--- src/rtl/decode_queue.sv ---
// RV32IM decode stage with a DEPTH-entry elastic output queue.
// Optional ZICSR_DECODE_EN macro enables SYSTEM-opcode (CSR/ECALL/EBREAK) decode.
package decode_queue_pkg;
  localparam int INSTR_INVALID = 0;
  localparam int INSTR_LUI     = 1;
  localparam int INSTR_AUIPC   = 2;
  localparam int INSTR_JAL     = 3;
  localparam int INSTR_JALR    = 4;
  localparam int INSTR_BEQ     = 5;
  localparam int INSTR_BNE     = 6;
  localparam int INSTR_BLT     = 7;
  localparam int INSTR_BGE     = 8;
  localparam int INSTR_BLTU    = 9;
  localparam int INSTR_BGEU    = 10;
  localparam int INSTR_LB      = 11;
  localparam int INSTR_LH      = 12;
  localparam int INSTR_LW      = 13;
  localparam int INSTR_LBU     = 14;
  localparam int INSTR_LHU     = 15;
  localparam int INSTR_SB      = 16;
  localparam int INSTR_SH      = 17;
  localparam int INSTR_SW      = 18;
  localparam int INSTR_ADDI    = 19;
  localparam int INSTR_SLTI    = 20;
  localparam int INSTR_SLTIU   = 21;
  localparam int INSTR_XORI    = 22;
  localparam int INSTR_ORI     = 23;
  localparam int INSTR_ANDI    = 24;
  localparam int INSTR_SLLI    = 25;
  localparam int INSTR_SRLI    = 26;
  localparam int INSTR_SRAI    = 27;
  localparam int INSTR_ADD     = 28;
  localparam int INSTR_SUB     = 29;
  localparam int INSTR_SLL     = 30;
  localparam int INSTR_SLT     = 31;
  localparam int INSTR_SLTU    = 32;
  localparam int INSTR_XOR     = 33;
  localparam int INSTR_SRL     = 34;
  localparam int INSTR_SRA     = 35;
  localparam int INSTR_OR      = 36;
  localparam int INSTR_AND     = 37;
  localparam int INSTR_MUL     = 38;
  localparam int INSTR_MULH    = 39;
  localparam int INSTR_MULHSU  = 40;
  localparam int INSTR_MULHU   = 41;
  localparam int INSTR_DIV     = 42;
  localparam int INSTR_DIVU    = 43;
  localparam int INSTR_REM     = 44;
  localparam int INSTR_REMU    = 45;
  localparam int INSTR_CSRRW   = 46;
  localparam int INSTR_CSRRS   = 47;
  localparam int INSTR_CSRRC   = 48;
  localparam int INSTR_CSRRWI  = 49;
  localparam int INSTR_CSRRSI  = 50;
  localparam int INSTR_CSRRCI  = 51;
  localparam int INSTR_ECALL   = 52;
  localparam int INSTR_EBREAK  = 53;
endpackage

module decode_queue
  import decode_queue_pkg::*;
#(
  parameter int DEPTH = 2,
  parameter int ID_W  = 6,
  parameter int CNT_W = 16
) (
  input  logic                       clk,
  input  logic                       rst,
  input  logic                       flush,
  input  logic                       in_valid,
  output logic                       in_ready,
  input  logic [31:0]                in_instr,
  input  logic [31:0]                in_pc,
  output logic                       out_valid,
  input  logic                       out_ready,
  output logic [31:0]                out_pc,
  output logic [ID_W-1:0]            out_instr_id,
  output logic [6:0]                 out_opcode,
  output logic [4:0]                 out_rs1,
  output logic [4:0]                 out_rs2,
  output logic [4:0]                 out_rd,
  output logic                       out_rs1_valid,
  output logic                       out_rs2_valid,
  output logic                       out_rd_valid,
  output logic [31:0]                out_imm,
  output logic                       out_illegal,
  output logic [CNT_W-1:0]           illegal_cnt,
  output logic [$clog2(DEPTH):0]     count
);

  localparam int PTR_W = $clog2(DEPTH);
  localparam int CW    = PTR_W + 1;

  typedef struct packed {
    logic [31:0]     pc;
    logic [ID_W-1:0] id;
    logic [6:0]      opcode;
    logic [4:0]      rs1;
    logic [4:0]      rs2;
    logic [4:0]      rd;
    logic            rs1_v;
    logic            rs2_v;
    logic            rd_v;
    logic [31:0]     imm;
  } entry_t;

  entry_t           mem_q [DEPTH];
  entry_t           mem_d [DEPTH];
  logic [PTR_W-1:0] rd_ptr_q, rd_ptr_d;
  logic [PTR_W-1:0] wr_ptr_q, wr_ptr_d;
  logic [CW-1:0]    count_q, count_d;
  logic [CNT_W-1:0] illegal_cnt_q, illegal_cnt_d;

  entry_t      dec;
  int unsigned id_n;
  logic        use_rs1, use_rs2, use_rd, zimm;
  logic [6:0]  op, f7;
  logic [2:0]  f3;
  logic [31:0] imm_n;
  logic        push, pop, dec_illegal;

  assign op = in_instr[6:0];
  assign f3 = in_instr[14:12];
  assign f7 = in_instr[31:25];

  always_comb begin
    id_n    = INSTR_INVALID;
    use_rs1 = 1'b0;
    use_rs2 = 1'b0;
    use_rd  = 1'b0;
    zimm    = 1'b0;
    imm_n   = '0;
    unique case (op)
      7'b0110011: begin
        use_rs1 = 1'b1;
        use_rs2 = 1'b1;
        use_rd  = 1'b1;
        case ({f7, f3})
          {7'h00, 3'd0}: id_n = INSTR_ADD;
          {7'h20, 3'd0}: id_n = INSTR_SUB;
          {7'h00, 3'd1}: id_n = INSTR_SLL;
          {7'h00, 3'd2}: id_n = INSTR_SLT;
          {7'h00, 3'd3}: id_n = INSTR_SLTU;
          {7'h00, 3'd4}: id_n = INSTR_XOR;
          {7'h00, 3'd5}: id_n = INSTR_SRL;
          {7'h20, 3'd5}: id_n = INSTR_SRA;
          {7'h00, 3'd6}: id_n = INSTR_OR;
          {7'h00, 3'd7}: id_n = INSTR_AND;
          {7'h01, 3'd0}: id_n = INSTR_MUL;
          {7'h01, 3'd1}: id_n = INSTR_MULH;
          {7'h01, 3'd2}: id_n = INSTR_MULHSU;
          {7'h01, 3'd3}: id_n = INSTR_MULHU;
          {7'h01, 3'd4}: id_n = INSTR_DIV;
          {7'h01, 3'd5}: id_n = INSTR_DIVU;
          {7'h01, 3'd6}: id_n = INSTR_REM;
          {7'h01, 3'd7}: id_n = INSTR_REMU;
          default:       id_n = INSTR_INVALID;
        endcase
      end
      7'b0010011: begin
        use_rs1 = 1'b1;
        use_rd  = 1'b1;
        imm_n   = {{20{in_instr[31]}}, in_instr[31:20]};
        case (f3)
          3'd0: id_n = INSTR_ADDI;
          3'd2: id_n = INSTR_SLTI;
          3'd3: id_n = INSTR_SLTIU;
          3'd4: id_n = INSTR_XORI;
          3'd6: id_n = INSTR_ORI;
          3'd7: id_n = INSTR_ANDI;
          3'd1: if (f7 == 7'h00) id_n = INSTR_SLLI;
          default: begin
            if (f7 == 7'h00)      id_n = INSTR_SRLI;
            else if (f7 == 7'h20) id_n = INSTR_SRAI;
          end
        endcase
      end
      7'b0000011: begin
        use_rs1 = 1'b1;
        use_rd  = 1'b1;
        imm_n   = {{20{in_instr[31]}}, in_instr[31:20]};
        case (f3)
          3'd0:    id_n = INSTR_LB;
          3'd1:    id_n = INSTR_LH;
          3'd2:    id_n = INSTR_LW;
          3'd4:    id_n = INSTR_LBU;
          3'd5:    id_n = INSTR_LHU;
          default: id_n = INSTR_INVALID;
        endcase
      end
      7'b1100111: begin
        use_rs1 = 1'b1;
        use_rd  = 1'b1;
        imm_n   = {{20{in_instr[31]}}, in_instr[31:20]};
        if (f3 == 3'd0) id_n = INSTR_JALR;
      end
      7'b0100011: begin
        use_rs1 = 1'b1;
        use_rs2 = 1'b1;
        imm_n   = {{20{in_instr[31]}}, in_instr[31:25],
                   in_instr[11:7]};
        case (f3)
          3'd0:    id_n = INSTR_SB;
          3'd1:    id_n = INSTR_SH;
          3'd2:    id_n = INSTR_SW;
          default: id_n = INSTR_INVALID;
        endcase
      end
      7'b1100011: begin
        use_rs1 = 1'b1;
        use_rs2 = 1'b1;
        imm_n   = {{19{in_instr[31]}}, in_instr[31],
                   in_instr[7], in_instr[30:25],
                   in_instr[11:8], 1'b0};
        case (f3)
          3'd0:    id_n = INSTR_BEQ;
          3'd1:    id_n = INSTR_BNE;
          3'd4:    id_n = INSTR_BLT;
          3'd5:    id_n = INSTR_BGE;
          3'd6:    id_n = INSTR_BLTU;
          3'd7:    id_n = INSTR_BGEU;
          default: id_n = INSTR_INVALID;
        endcase
      end
      7'b0110111: begin
        use_rd = 1'b1;
        imm_n  = {in_instr[31:12], 12'b0};
        id_n   = INSTR_LUI;
      end
      7'b0010111: begin
        use_rd = 1'b1;
        imm_n  = {in_instr[31:12], 12'b0};
        id_n   = INSTR_AUIPC;
      end
      7'b1101111: begin
        use_rd = 1'b1;
        imm_n  = {{11{in_instr[31]}}, in_instr[31],
                  in_instr[19:12], in_instr[20],
                  in_instr[30:21], 1'b0};
        id_n   = INSTR_JAL;
      end
`ifdef ZICSR_DECODE_EN
      7'b1110011: begin
        if (f3 == 3'd0) begin
          if (in_instr == 32'h0000_0073)
            id_n = INSTR_ECALL;
          else if (in_instr == 32'h0010_0073)
            id_n = INSTR_EBREAK;
        end else if (f3 != 3'd4) begin
          use_rd  = 1'b1;
          use_rs1 = ~f3[2];
          zimm    = f3[2];
          imm_n   = {20'b0, in_instr[31:20]};
          case (f3)
            3'd1:    id_n = INSTR_CSRRW;
            3'd2:    id_n = INSTR_CSRRS;
            3'd3:    id_n = INSTR_CSRRC;
            3'd5:    id_n = INSTR_CSRRWI;
            3'd6:    id_n = INSTR_CSRRSI;
            default: id_n = INSTR_CSRRCI;
          endcase
        end
      end
`endif
      default: id_n = INSTR_INVALID;
    endcase

    // Illegal encodings carry no operands or immediate downstream.
    if (id_n == INSTR_INVALID) begin
      use_rs1 = 1'b0;
      use_rs2 = 1'b0;
      use_rd  = 1'b0;
      zimm    = 1'b0;
      imm_n   = '0;
    end

    dec        = '0;
    dec.pc     = in_pc;
    dec.id     = ID_W'(id_n);
    dec.opcode = op;
    dec.rs1    = (use_rs1 | zimm) ? in_instr[19:15] : 5'd0;
    dec.rs2    = use_rs2 ? in_instr[24:20] : 5'd0;
    dec.rd     = use_rd ? in_instr[11:7] : 5'd0;
    dec.rs1_v  = use_rs1;
    dec.rs2_v  = use_rs2;
    dec.rd_v   = use_rd;
    dec.imm    = imm_n;
  end

  assign dec_illegal = (id_n == INSTR_INVALID);
  assign in_ready    = (count_q < CW'(DEPTH));
  assign out_valid   = (count_q != '0);
  assign push        = in_valid & in_ready & ~flush;
  assign pop         = out_valid & out_ready & ~flush;

  always_comb begin
    mem_d         = mem_q;
    rd_ptr_d      = rd_ptr_q;
    wr_ptr_d      = wr_ptr_q;
    count_d       = count_q;
    illegal_cnt_d = illegal_cnt_q;
    if (flush) begin
      rd_ptr_d = '0;
      wr_ptr_d = '0;
      count_d  = '0;
    end else begin
      if (push) begin
        mem_d[wr_ptr_q] = dec;
        wr_ptr_d        = wr_ptr_q + PTR_W'(1);
      end
      if (pop) rd_ptr_d = rd_ptr_q + PTR_W'(1);
      case ({push, pop})
        2'b10:   count_d = count_q + CW'(1);
        2'b01:   count_d = count_q - CW'(1);
        default: count_d = count_q;
      endcase
      if (push && dec_illegal && illegal_cnt_q != '1)
        illegal_cnt_d = illegal_cnt_q + CNT_W'(1);
    end
  end

  always_ff @(posedge clk or posedge rst) begin
    if (rst) begin
      for (int i = 0; i < DEPTH; i++) mem_q[i] <= '0;
      rd_ptr_q      <= '0;
      wr_ptr_q      <= '0;
      count_q       <= '0;
      illegal_cnt_q <= '0;
    end else begin
      mem_q         <= mem_d;
      rd_ptr_q      <= rd_ptr_d;
      wr_ptr_q      <= wr_ptr_d;
      count_q       <= count_d;
      illegal_cnt_q <= illegal_cnt_d;
    end
  end

  assign out_pc        = mem_q[rd_ptr_q].pc;
  assign out_instr_id  = mem_q[rd_ptr_q].id;
  assign out_opcode    = mem_q[rd_ptr_q].opcode;
  assign out_rs1       = mem_q[rd_ptr_q].rs1;
  assign out_rs2       = mem_q[rd_ptr_q].rs2;
  assign out_rd        = mem_q[rd_ptr_q].rd;
  assign out_rs1_valid = mem_q[rd_ptr_q].rs1_v;
  assign out_rs2_valid = mem_q[rd_ptr_q].rs2_v;
  assign out_rd_valid  = mem_q[rd_ptr_q].rd_v;
  assign out_imm       = mem_q[rd_ptr_q].imm;
  assign out_illegal   =
    (mem_q[rd_ptr_q].id == ID_W'(INSTR_INVALID));
  assign illegal_cnt   = illegal_cnt_q;
  assign count         = count_q;

endmodule

--- config.mk ---
export PLATFORM = sky130hd
export DESIGN_NAME = decode_queue
export DESIGN_NICKNAME = d
export VERILOG_FILES = /design/src/rtl/decode_queue.sv
export SDC_FILE = /design/constraint.sdc
export NUM_CORES = 1
export LEC_CHECK = 0
export CAP_MARGIN = 20
export CORE_MARGIN = 5
export CORE_UTILIZATION = 40
export CTS_CLUSTER_DIAMETER = 60
export CTS_CLUSTER_SIZE = 14
export DETAILED_ROUTE_END_ITERATION = 7
export HOLD_SLACK_MARGIN = 0.12
export SLEW_MARGIN = 0
export SYNTH_ARGS = -nofsm -noshare
export SYNTH_HDL_FRONTEND = slang
export SYNTH_SLANG_ARGS = --single-unit
--- constraint.sdc ---
create_clock -name clk -period 13.6 [get_ports clk]
set_input_delay 3.4 -clock clk [delete_from_list [all_inputs] [get_ports clk]]
set_output_delay 3.4 -clock clk [all_outputs]
set_load 0.01 [all_outputs]
==> results of run 1 <==
[cell type report]
cell class	instances	area share, %
inverters	6	0.2307
clock inverters	6	0.9421
repair buffers	192	14.77
clock buffers	23	4.009
multi-input cells	804	36.43
well taps	335	3.221
flip-flops and latches	210	40.41
[logic make-up after synthesis]
logic type,after synthesis,share of synthesized area (%)
and+or+nand+nor,496,20.85
DFF,210,50.66
AOI/OAI and AO/OA,191,12.34
muxes,96,10.42
buffers and inverters,89,3.920
xor gates and xnor gates,20,1.689
adders and majority gates,1,0.1206
[cells in the mapped netlist (7+ instances only)]
master	n
dfrtp_1	210
nand2_1	359
clkbuf_1	63
buf_2	10
a21oi_1	36
xor2_1	9
nor3_1	10
xnor2_1	11
mux2_2	96
nor2_1	23
nand4_1	9
o21ai_0	59
nor4_1	11
nand3_1	32
a22o_1	10
o31ai_1	47
nand2b_1	7
buf_6	8
[per-stage QoR]
stage	hold slack (ps)	cells	area [sq um]	setup slack, ps	util [%]
after global routing	486.7	1576	13020	6833	50.52
after floorplan	440.1	1103	10370	4462	-
final	468.4	1576	13020	7080	50.52
after detailed placement	456.6	1546	12340	6613	47.91
after CTS	474.0	1575	12990	7054	50.41
after global placement	452.8	1546	12340	6716	47.91
[metal layers]
layer,part of all wire [%],up-vias,routed length [um],GRT usage (%)
li1,-,4052,-,-
met4,1.6,0,467,4.030
met2,45,231,12890,29.49
met5,0,-,0,0
met3,7.0,31,1995,4.113
met1,46,4044,13010,27.30
[layout by cell type, fill, tap and decap left out, types with 2 or more instances in the layout]
cell type        count
and2_1               3
a211oi_1             4
nor4_1              11
mux2_2              96
o41ai_2              2
nor3_2               2
or2_2                4
nor3b_1              4
nor2_1              23
and4_1               3
nor3_1              10
clkbuf_16           20
nor2b_1              5
or3_1                3
xnor2_1             11
nand2_1            358
inv_1                5
a21o_1               2
o31a_1               3
clkdlybuf4s50_1    184
xor2_1               9
buf_4                7
and3_1               5
a22o_1              10
dfrtp_1            209
nand3_1             32
a21oi_1             36
nand4_1              9
o211ai_1             3
a211oi_4             2
o21ai_0             59
a211o_1              2
clkbuf_1             2
o31ai_1             47
bufinv_16            3
nand2b_1             6
a22oi_1              5
nand3b_1             3
[sequential cells by signal, indices dropped and copies added (netlist names)]
signal       flops
illegal_cnt     16
wr_ptr_q         1
rd_ptr_q         1
mem_q          190
count            2
[worst max-delay path: cells and delay by family]
| kind | cells | cell delay [ps] |
|---|---|---|
| buffers and inverters | 1 | 620 |
| AND/OR/NAND/NOR | 3 | 1700 |
| AO/OA/AOI/OAI | 3 | 1190 |
[final timing paths]
check,from,end,slack (ps)
setup / recovery,in_instr[3],mem_q[117]$_DFFE_PP0P_,7080
hold / removal,mem_q[87]$_DFFE_PP0P_,mem_q[87]$_DFFE_PP0P_,470
setup reg to reg,count[1]$_DFFE_PP0P_,mem_q[41]$_DFFE_PP0P_,10410
hold reg to reg,mem_q[87]$_DFFE_PP0P_,mem_q[87]$_DFFE_PP0P_,470
max in group asynchronous,rst,rd_ptr_q$_DFFE_PP0P_,9220
min in group asynchronous,rst,illegal_cnt[7]$_DFFE_PP0P_,3200
[where the power goes]
| group | internal (uW) | switching (uW) | leakage [uW] |
|---|---|---|---|
| clock | 331 | 241 | 0.000310 |
| combinational | 157 | 162 | 0.00261 |
| sequential | 696 | 44.7 | 0.00280 |
| total | 1180 | 447 | 0.00572 |
==> results_dict.tcl, run 1 <==
set metrics [dict create \
    postCtsSetupBuffers 0 \
    wl_mm 28.36 \
    peakVddDrop_mv 0.08506 \
    grt_pass1_vias 8251 \
    core_sq_mm 0.02576 \
    crit_required_ps 14010 \
    wl_per_cell_um 18.00 \
    synth_edf_count 0 \
    fill_cells 2434 \
    drive_gt1_share_pct 12.41 \
    layout.nets 1304 \
    antenna_found_initial 0 \
    die_w_um 171.0 \
    fmax_mhz 153.4 \
    initial_core_util_pct 40.27 \
    drt_iter0_markers 623 \
    syn_area_sq_mm 0.01037 \
    avgSynthCellArea_sq_um 9.405 \
    synth_cells 1103 \
    rsz0062_at_grt "no" \
    worstHoldPathType "flop to flop" \
    h-tree-depth 1 \
    num_antenna_cells 0 \
    synth_seq_cells 210 \
    area_delta_synth_final_pct 25.46 \
    grt_overflow_total 0 \
    numCtsBuffers 20 \
    crit_path_end_kind "flop" \
    reg2reg_depth 6 \
    grtUsageTotal_pct 18.91 \
    ios 185 \
    cpPeakStageDelay_ps 810 \
    die_area_sq_mm 0.02925 \
    cp_max_fo 13 \
    grt_max_degree 143 \
    postRouteAntennaNets 0 \
    powerDensity_mw_per_mm2 125.3 \
    seq_area_sq_mm 0.005259 \
    cts_hold_buf 0 \
    crit_type "primary input to flop" \
    p_leak_uw 0.005724 \
    fin_crit_sh_pct 47.94 \
    path_clk_slew_ps 60 \
    cts-resized-gates 0 \
    worst_pin_slew_ps 1077 \
    rows 59 \
    skew_ps 11.40 \
    slew_viol_final 0 \
    drc 0 \
    maxSlewHeadroom_pct 28.17 \
    syn_nets 1173 \
    dr.pass1.iters 5 \
    clockBufferDepth 3 \
    hold_depth 2 \
    post-route-min-period_ps 6520 \
    synth_top_area_share_pct 50.66 \
    grt_pass1_wl_mm 45.04 \
    cp-start-kind "primary input" \
    yosys_warnings 0 \
    ys_dominant_reg_cell "dfrtp_1" \
    power_uw 1631 \
    synthArstFlopShare_pct 100.0 \
    port_buffers 184 \
    via_per_inst 5.303 \
    clock-sinks 210 \
    gp_congestion 0.8866 \
    num_vias 8358 \
    status "finished clean" \
    yosysTopAreaCell "dfrtp_1" \
    hold_viol 0 \
    multi_input_area_sq_mm 0.004741 \
    drv_cap 0 \
    cp_cell_sequence "clkdlybuf4s50_1 > nand4bb_1 > o21ai_0 > nand2b_1 > and2_1 > a21oi_1 > o31ai_1" \
    ys_types 65 \
    critPathArrivalTime_ps 6930 \
    synth-seq-area-share_pct 50.66 \
    clk_latency_ps 500 \
    chipHeight_um 171.0 \
    synth_area_leaders "dfrtp_1 51%, nand2_1 13%, mux2_2 10%" \
    slowest_stage "o21ai_0" \
    cts_tree "built" \
    clockRootBuffer "clkbuf_16" \
    setup_viol 0 \
    hpwl_mm 18.16 \
    fin_setup_tns_ps 0 \
]
Power figures use the tool's default switching activity.
==> run 2: changes to the inputs <==
Clock period 13.6 ns to 6.5 ns, I/O delays scaled along.
==> results_dict.tcl, run 2 (same netlist as run 1, synthesis figures left out) <==
set metrics [dict create \
    status "finished clean" \
    wl_mm 28.70 \
    num_vias 8388 \
    maxSlewHeadroom_pct 30.49 \
    drt_iter0_markers 601 \
    dr.pass1.iters 5 \
    critPathArrivalTime_ps 3090 \
    area_delta_synth_final_pct 26.15 \
    num_antenna_cells 0 \
    r2r-start "count[1]$_DFFE_PP0P_" \
    p_leak_uw 0.005766 \
    cpPeakStageDelay_ps 980 \
    grt_max_degree 120 \
    layout.nets 1310 \
    initial_core_util_pct 40.27 \
    sw_frac_of_total_pct 28.02 \
    cp-start-kind "flop" \
    dp.cells 1551 \
    drv_cap 0 \
    reg2reg_to "mem_q[74]$_DFFE_PP0P_" \
    fin_crit_sh_pct 72.54 \
    ff2ff_setup_slack_ps 3470 \
    crit_path_end_kind "primary output" \
    grt_pass1_vias 8069 \
    die_w_um 171.0 \
    rows 59 \
    final_util_pct 50.79 \
    clockRootBuffer "clkbuf_16" \
    layout.cells.non_filler 1588 \
    switchingPower_uw 965.1 \
    post-place-ws_ps 1445 \
    worst_pin_slew_ps 1039 \
    core_sq_mm 0.02576 \
    hpwl_mm 18.74 \
    min_to "mem_q[52]$_DFFE_PP0P_" \
    postCtsSetupBuffers 0 \
    crit_required_ps 4880 \
    powerDensity_mw_per_mm2 263.2 \
    cts_tree "built" \
    drc 0 \
    h-tree-depth 1 \
    final_common_cell "nand2_1" \
    critical_path_buf_inv_count 1 \
    fin_setup_tns_ps 0 \
    ios 185 \
    rsz0062_at_grt "no" \
    gp_congestion 0.8716 \
    setup_viol 0 \
    drive_gt1_share_pct 13.09 \
    slowest_stage "dfrtp_4" \
    wl_per_cell_um 18.07 \
    antenna_found_initial 0 \
    comb_power_share_pct 19.1 \
    via_per_inst 5.282 \
    clk_latency_ps 510 \
    skew_ps 15.86 \
    peakVddDrop_mv 0.1591 \
    grt_pass1_wl_mm 45.35 \
    cellInternalPower_uw 2479 \
    fmax_mhz 212.1 \
    cts-resized-gates 0 \
    port_buffers 184 \
    reg2reg_depth 7 \
    clockBufferDepth 3 \
    power_uw 3445 \
    grt_overflow_total 0 \
    crit_type "flop to primary output" \
    setup_ws_ps 1785 \
    cts_hold_buf 0 \
    die_area_sq_mm 0.02925 \
    post-route-min-period_ps 4715 \
    final_cell_mix "358 x nand2_1, 209 x dfrtp_1, 184 x clkdlybuf4s50_1" \
    postRouteAntennaNets 0 \
    grtUsageTotal_pct 19.11 \
    hold_depth 2 \
    clock-sinks 210 \
    cp_cell_sequence "mux2_2 > nor4_1 > nor3b_1 > clkdlybuf4s50_1" \
    min_from "mem_q[52]$_DFFE_PP0P_" \
    cp_max_fo 58 \
    pwr-share-clk_pct 35.7 \
    chipHeight_um 171.0 \
    slew_viol_final 0 \
    p_seq_share_pct 45.2 \
    largest_reg_flops 190 \
    top_register "mem_q" \
    worstHoldPathType "flop to flop" \
    hold_viol 0 \
    path_clk_slew_ps 60 \
    cpLargestDelayFamily "flip-flops" \
    numCtsBuffers 22 \
]
-- run 2: power by group through the flow --
stage,Sequential (uW),Clock [uW],Combinational [uW]
2_1_floorplan,1550,0,377
3_3_place_gp,1580,0,660
3_5_place_dp,1580,0,664
4_1_cts,1560,1270,668
5_1_grt,1580,1330,731
6_report,1560,1230,657
-- run 2: per-stage QoR --
stage | hold slack (ps) | instance area [sq um]
after detailed placement | 458.2 | 12390
after CTS | 473.7 | 13090
after global placement | 452.2 | 12390
final | 468.1 | 13090
after floorplan | 440.1 | 10380
after global routing | 487.4 | 13090
-- run 2: area by class of cell --
cell class	count	area, sq um
fill	2414	12680
sequential	210	5259
multi-input combinational	804	4741
timing repair buffer	196	1944
clock buffer	28	593.1
tap	335	419.2
clock inverter	9	103.9
inverter	6	26.28
-- run 2: how the worst max path moves through the flow --
stage                                    start                    end  slack (ps)  depth (start not counted)
after floorplan                            rst   count[0]$_DFFE_PP0P_        2150                          1
after global routing              in_instr[12]   mem_q[9]$_DFFE_PP0P_        1670                          9
after global placement            in_instr[13]  mem_q[39]$_DFFE_PP0P_        1510                          9
final                     rd_ptr_q$_DFFE_PP0P_            out_illegal        1790                          4
after detailed placement          in_instr[12]   mem_q[6]$_DFFE_PP0P_        1450                          9
after CTS                 rd_ptr_q$_DFFE_PP0P_          out_opcode[0]        1720                          3
-- run 2: worst min-delay path: stages, from the launching register on --
cell	delay (ps)
dfrtp_1	340
nand2_1	50
nand2_1	50
-- run 2: layer usage --
| metal | part of all wire [%] | global-route usage, % | up-vias | wire (um) |
|---|---|---|---|---|
| met5 | 0 | 0 | - | 0 |
| met4 | 1.8 | 3.893 | 0 | 516 |
| met3 | 6.6 | 3.997 | 35 | 1888 |
| met2 | 44 | 28.70 | 243 | 12770 |
| met1 | 47 | 28.76 | 4044 | 13520 |
| li1 | - | - | 4066 | - |
